==> src/rtl/clock_cal_pkg.sv <==
// Shared calendar constants and the Gregorian leap-year helper used by the
// month/year stage and the day counter.
package clock_cal_pkg;

  localparam int MON_W  = 4;
  localparam int YEAR_W = 14;

  localparam logic [MON_W-1:0] MON_MIN = 4'd1;
  localparam logic [MON_W-1:0] MON_MAX = 4'd12;

  typedef enum logic {
    ADJ_SEL_MON  = 1'b0,
    ADJ_SEL_YEAR = 1'b1
  } adj_sel_e;

  // Year 0 is divisible by 400, so it counts as leap.
  function automatic logic is_leap_year(input logic [YEAR_W-1:0] year);
    logic leap;
    if ((year % 14'd400) == 14'd0) begin
      leap = 1'b1;
    end else if ((year % 14'd100) == 14'd0) begin
      leap = 1'b0;
    end else if ((year % 14'd4) == 14'd0) begin
      leap = 1'b1;
    end else begin
      leap = 1'b0;
    end
    return leap;
  endfunction

endpackage

==> src/rtl/count_adjust_mon_year_adj_step_gen.sv <==
// adj_step_gen: turns held adjust keys into single-cycle step pulses with an
// initial hold delay followed by periodic auto-repeat.
module adj_step_gen #(
  parameter int unsigned REPEAT_DELAY  = 50_000_000,
  parameter int unsigned REPEAT_PERIOD = 10_000_000
) (
  input  logic clk,
  input  logic rst_n,
  input  logic adj_en_i,
  input  logic adj_sel_i,
  input  logic up_i,
  input  logic down_i,
  output logic step_up_o,
  output logic step_down_o
);

  logic        req_up_s;
  logic        req_dn_s;
  logic        held_s;
  logic        fire_s;
  logic [31:0] limit_s;

  logic        prev_up_q, prev_up_d;
  logic        prev_dn_q, prev_dn_d;
  logic        prev_sel_q, prev_sel_d;
  logic        rep_q, rep_d;
  logic [31:0] cnt_q, cnt_d;

  assign req_up_s = adj_en_i & up_i & ~down_i;
  assign req_dn_s = adj_en_i & down_i & ~up_i;
  // Same direction and same field as last cycle continues a hold; anything else is a fresh press.
  assign held_s   = ((req_up_s & prev_up_q) | (req_dn_s & prev_dn_q)) & (adj_sel_i == prev_sel_q);
  assign limit_s  = rep_q ? 32'(REPEAT_PERIOD) : 32'(REPEAT_DELAY);

  always_comb begin
    prev_up_d  = req_up_s;
    prev_dn_d  = req_dn_s;
    prev_sel_d = adj_sel_i;
    cnt_d      = 32'd0;
    rep_d      = 1'b0;
    fire_s     = 1'b0;
    if (!held_s) begin
      fire_s = req_up_s | req_dn_s;
    end else if ((cnt_q + 32'd1) == limit_s) begin
      fire_s = 1'b1;
      rep_d  = 1'b1;
    end else begin
      cnt_d = cnt_q + 32'd1;
      rep_d = rep_q;
    end
  end

  assign step_up_o   = fire_s & req_up_s;
  assign step_down_o = fire_s & req_dn_s;

  always_ff @(posedge clk or negedge rst_n) begin
    if (!rst_n) begin
      prev_up_q  <= 1'b0;
      prev_dn_q  <= 1'b0;
      prev_sel_q <= 1'b0;
      rep_q      <= 1'b0;
      cnt_q      <= 32'd0;
    end else begin
      prev_up_q  <= prev_up_d;
      prev_dn_q  <= prev_dn_d;
      prev_sel_q <= prev_sel_d;
      rep_q      <= rep_d;
      cnt_q      <= cnt_d;
    end
  end

endmodule

==> src/rtl/count_adjust_mon_year.sv <==
// Month/year calendar stage fed by the day counter's end-of-month carry.
// Optional key auto-repeat for adjustment: define ADJ_AUTOREPEAT_EN.
module count_adjust_mon_year
  import clock_cal_pkg::*;
#(
  parameter int unsigned YEAR_MAX      = 9999,
  parameter int unsigned YEAR_RESET    = 2000,
  parameter int unsigned REPEAT_DELAY  = 50_000_000,
  parameter int unsigned REPEAT_PERIOD = 10_000_000
) (
  input  logic              clk,
  input  logic              rst_n,
  input  logic              carry_day,
  input  logic              adj_en,
  input  logic              adj_sel,
  input  logic              adj_up,
  input  logic              adj_down,
  output logic [MON_W-1:0]  mon,
  output logic [YEAR_W-1:0] year,
  output logic              carry_year,
  output logic              carry_century,
  output logic              is_leap
);

  localparam logic [YEAR_W-1:0] YEAR_MAX_V   = YEAR_W'(YEAR_MAX);
  localparam logic [YEAR_W-1:0] YEAR_RESET_V = YEAR_W'(YEAR_RESET);

  if (YEAR_MAX > 16383 || YEAR_RESET > YEAR_MAX || REPEAT_DELAY == 0 || REPEAT_PERIOD == 0) begin : g_param_check
    $error("count_adjust_mon_year: illegal parameter value");
  end

  logic step_up_s;
  logic step_dn_s;
  logic mon_bad_s;
  logic year_bad_s;

  logic [MON_W-1:0]  mon_q, mon_d;
  logic [YEAR_W-1:0] year_q, year_d;
  logic              carry_year_q, carry_year_d;
  logic              carry_century_q, carry_century_d;

`ifdef ADJ_AUTOREPEAT_EN
  adj_step_gen #(
    .REPEAT_DELAY  (REPEAT_DELAY),
    .REPEAT_PERIOD (REPEAT_PERIOD)
  ) u_adj_step_gen (
    .clk         (clk),
    .rst_n       (rst_n),
    .adj_en_i    (adj_en),
    .adj_sel_i   (adj_sel),
    .up_i        (adj_up),
    .down_i      (adj_down),
    .step_up_o   (step_up_s),
    .step_down_o (step_dn_s)
  );
`else
  assign step_up_s = adj_up & ~adj_down;
  assign step_dn_s = adj_down & ~adj_up;
`endif

  assign mon_bad_s  = (mon_q < MON_MIN) || (mon_q > MON_MAX);
  assign year_bad_s = year_q > YEAR_MAX_V;

  always_comb begin
    mon_d           = mon_q;
    year_d          = year_q;
    carry_year_d    = 1'b0;
    carry_century_d = 1'b0;
    if (mon_bad_s || year_bad_s) begin
      mon_d  = mon_bad_s ? MON_MIN : mon_q;
      year_d = year_bad_s ? 14'd0 : year_q;
    end else if (adj_en) begin
      if (adj_sel == ADJ_SEL_YEAR) begin
        if (step_up_s) begin
          year_d = (year_q == YEAR_MAX_V) ? 14'd0 : year_q + 14'd1;
        end else if (step_dn_s) begin
          year_d = (year_q == 14'd0) ? YEAR_MAX_V : year_q - 14'd1;
        end else begin
          year_d = year_q;
        end
      end else begin
        if (step_up_s) begin
          mon_d = (mon_q == MON_MAX) ? MON_MIN : mon_q + 4'd1;
        end else if (step_dn_s) begin
          mon_d = (mon_q == MON_MIN) ? MON_MAX : mon_q - 4'd1;
        end else begin
          mon_d = mon_q;
        end
      end
    end else if (carry_day) begin
      if (mon_q == MON_MAX) begin
        mon_d        = MON_MIN;
        carry_year_d = 1'b1;
        if (year_q == YEAR_MAX_V) begin
          year_d          = 14'd0;
          carry_century_d = 1'b1;
        end else begin
          year_d = year_q + 14'd1;
        end
      end else begin
        mon_d = mon_q + 4'd1;
      end
    end else begin
      mon_d  = mon_q;
      year_d = year_q;
    end
  end

  always_ff @(posedge clk or negedge rst_n) begin
    if (!rst_n) begin
      mon_q           <= MON_MIN;
      year_q          <= YEAR_RESET_V;
      carry_year_q    <= 1'b0;
      carry_century_q <= 1'b0;
    end else begin
      mon_q           <= mon_d;
      year_q          <= year_d;
      carry_year_q    <= carry_year_d;
      carry_century_q <= carry_century_d;
    end
  end

  assign mon           = mon_q;
  assign year          = year_q;
  assign carry_year    = carry_year_q;
  assign carry_century = carry_century_q;
  assign is_leap       = is_leap_year(year_q);

endmodule

==> config.mk <==
export PLATFORM = sky130hd
export DESIGN_NAME = count_adjust_mon_year
export DESIGN_NICKNAME = d
export VERILOG_FILES = /design/src/rtl/clock_cal_pkg.sv /design/src/rtl/count_adjust_mon_year_adj_step_gen.sv /design/src/rtl/count_adjust_mon_year.sv
export SDC_FILE = /design/constraint.sdc
export NUM_CORES = 1
export LEC_CHECK = 0
export CAP_MARGIN = 20
export CORE_MARGIN = 3
export CORE_UTILIZATION = 42
export DETAILED_ROUTE_END_ITERATION = 10
export GPL_TIMING_DRIVEN = 0
export PLACE_DENSITY = 0.66
export SLEW_MARGIN = 10
export SYNTH_ARGS = -nofsm -noshare
export SYNTH_HDL_FRONTEND = slang
export SYNTH_HIERARCHICAL = 1
export SYNTH_SLANG_ARGS = --single-unit
==> constraint.sdc <==
create_clock -name clk -period 9.8 [get_ports clk]
set_clock_uncertainty 0.1 [all_clocks]
set_input_delay 1.96 -clock clk [delete_from_list [all_inputs] [get_ports clk]]
set_output_delay 1.96 -clock clk [all_outputs]
set_load 0.02 [all_outputs]
==> flow_metrics.env <==
export IMPL_grt_overflow=0
export IMPL_syn_avg_cell_area_um2=7.19
export IMPL_min_delay_start="year[0]$_DFFE_PN0P_"
export IMPL_antenna_found_initial=0
export IMPL_grt_max_degree=21
export IMPL_synthTopCellsByCount="nand2_1 (53), nor2_1 (46), o21ai_0 (27)"
export IMPL_min_period_ns=7.70
export IMPL_htree_levels=1
export IMPL_coreArea_um2=6980
export IMPL_cts_buffers=3
export IMPL_min_path_cells=1
export IMPL_clk_pin_slew_ns=0.08
export IMPL_vias_per_cell=6.31
export IMPL_ant_nets=0
export IMPL_synth_edf_count=0
export IMPL_clock_path_buffers=2
export IMPL_max_freq_mhz=130
export IMPL_reg2regPathDepth=8
export IMPL_vias=3513
export IMPL_antenna_cells=0
export IMPL_seq_area_frac_synth_pct=16.5
export IMPL_final_nets=476
export IMPL_crit_fanout=10
export IMPL_yosysMostFrequentCell="nand2_1"
export IMPL_first_global_vias=3132
export IMPL_setup_tns_ns=0
export IMPL_start_util_pct=44.3
export IMPL_cts_setup_buffers=0
export IMPL_grt_setup_unrepaired="false"
export IMPL_pin_count=28
export IMPL_synth_main_ff_cell="dfrtp_1"
export IMPL_dieArea_um2=8430
export IMPL_rows=30
export IMPL_wl_um=9160
export IMPL_multi_input_area_um2=2370
export IMPL_worstPathRequired_ns=7.74
export IMPL_ys_ff_latch=20
export IMPL_fin_crit_sh_pct=78.6
export IMPL_track_usage_pct=21.2
export IMPL_firstDrtPassIters=5
export IMPL_numClockSinks=20
export IMPL_gp_congestion=0.952
export IMPL_hpwl_um=6890
export IMPL_io_buffers=27
export IMPL_die_h_um=91.8
export IMPL_ctsHoldBuffers=0
export IMPL_synth_cell_types=81
export IMPL_die_w_um=91.8
export IMPL_start_kind="register"
export IMPL_wl_per_cell_um=16.4
export IMPL_grt_pass1_wl_um=15100
export IMPL_area_growth_pct=14.4
export IMPL_hold_viol=0
export IMPL_worstReg2RegStart="year[5]$_DFFE_PN0P_"
export IMPL_cts_tree="built"
export IMPL_drv_cap=0
export IMPL_register_area_um2=509
export IMPL_synthTopCellsByArea="dfrtp_1 (11%), nand2_1 (6.4%), dfstp_2 (5.9%)"
export IMPL_setup_violations=0
export IMPL_cp_end_kind="primary output"
export IMPL_status="completed"
export IMPL_regToRegSetupSlack_ns=6.69
export IMPL_yosys_warnings=6
export IMPL_syn_cell_area_um2=3090
export IMPL_nFillCells=716
export IMPL_synthArstFlopShare_pct=100
export IMPL_hold_class="register to register"
export IMPL_root_buffer="clkbuf_8"
export IMPL_clk_latency_ns=0.26
export IMPL_route_detailed_drc=0
export IMPL_final_max_slew_violation_count=0
export IMPL_max_slew_margin_rel_pct=38.0
export IMPL_holdPathEnd="year[0]$_DFFE_PN0P_"
export IMPL_synthCells=430
export IMPL_crit_type="register to primary output"
export IMPL_postCtsResizedCells=0
export IMPL_arrival_ns=5.64
export IMPL_synth_top_area_share_pct=10.5
export IMPL_synth_top_area_cell="dfrtp_1"
export IMPL_worst_pin_slew_ns=0.925
export IMPL_drt_initial_drc_count=263
export IMPL_drive_above_1_share_pct=11.3
export IMPL_syn_num_nets=444
export IMPL_r2r_end="year[3]$_DFFE_PN0P_"
[registers in the layout, indices dropped and copies added (netlist names)]
register	cells
carry_century	1
carry_year	1
mon	4
year	14
[cell type report]
type                            instances  area share [%]
Multi-Input combinational cell        364            66.9
Clock buffer                            4            1.56
Sequential cell                        20            14.4
Timing Repair Buffer                   27            7.64
Tap cell                               96            3.40
Inverter                               16            1.70
Buffer                                 30            4.42
[critical path: stages (launching register included)]
cell and delay, ns:
dfstp_2 0.57, buf_4 0.19, nor3_2 0.09, o31ai_4 0.36, o211ai_2 0.26, o32ai_2 0.35, a2bb2oi_1 0.30, nor3_1 0.13
o21ai_1 0.35, o21ai_2 0.13, mux2_4 0.33, buf_6 0.14, a21o_1 0.15, a2111o_1 0.45, or2_0 0.25, a221o_1 0.29
mux2_2 0.26, o31a_1 0.24, clkdlybuf4s50_1 0.53
[how the worst max path moves through the flow]
stage	start	end	depth (start not counted)
after CTS	year[10]$_DFFE_PN1P_	is_leap	18
after floorplan	year[10]$_DFFE_PN1P_	is_leap	17
final	year[10]$_DFFE_PN1P_	is_leap	18
after global routing	year[10]$_DFFE_PN1P_	is_leap	17
after global placement	year[10]$_DFFE_PN1P_	is_leap	19
after detailed placement	year[10]$_DFFE_PN1P_	is_leap	18
[cell families after synthesis]
kind of cell	count (synthesis)	share of synthesized area, %
compound gates	156	39.2
xor+xnor	10	2.83
fa+ha+maj	8	3.16
buf+inv	46	7.00
flops	20	16.5
mux	5	1.86
simple gates	185	29.5
[cell usage in the layout (no fill, tap or decap), types with 6 or more instances in the layout]
cell | netlist | routed
nand4_1 | 6 | 6
nor2_1 | 46 | 46
dfstp_2 | 7 | 7
inv_1 | 15 | 15
buf_2 | 8 | 8
clkbuf_1 | 14 | 14
and3_1 | 7 | 7
nand3_1 | 18 | 18
o31ai_1 | 8 | 8
nand2b_1 | 8 | 8
a21o_1 | 6 | 6
o21ai_0 | 27 | 27
nor3_1 | 16 | 16
a21oi_1 | 22 | 22
dfrtp_1 | 13 | 13
clkdlybuf4s50_1 | 0 | 27
o211ai_1 | 7 | 7
nand2_1 | 53 | 53
a31oi_1 | 12 | 12
nor4_1 | 6 | 6
xnor2_1 | 8 | 8
ha_1 | 7 | 7
[metal layers]
metal  GRT usage (%)  share of wire (%)  routed length [µm]
met1            30.6                 48                4380
met2            33.8                 45                4170
met3            1.89                5.2                 473
met4            5.32                1.5                 140
met5               0                  0                   0
[through the flow]
step / instance area (µm²) / std cells / hold WS, ns / setup slack (ns) / util, %
6_report: 3540 / 557 / 0.484 / 2.10 / 50.7
3_3_place_gp: 3480 / 553 / 0.482 / 2.51 / 49.9
3_5_place_dp: 3480 / 553 / 0.464 / 2.45 / 49.9
4_1_cts: 3540 / 557 / 0.486 / 2.12 / 50.7
5_1_grt: 3540 / 557 / 0.558 / 1.75 / 50.7
2_1_floorplan: 3090 / 430 / 0.517 / 3.28 / -
Power is left out: the tool's default activity adds up to more than one toggle a clock period on the data nets, which glitch-free logic cannot reach.
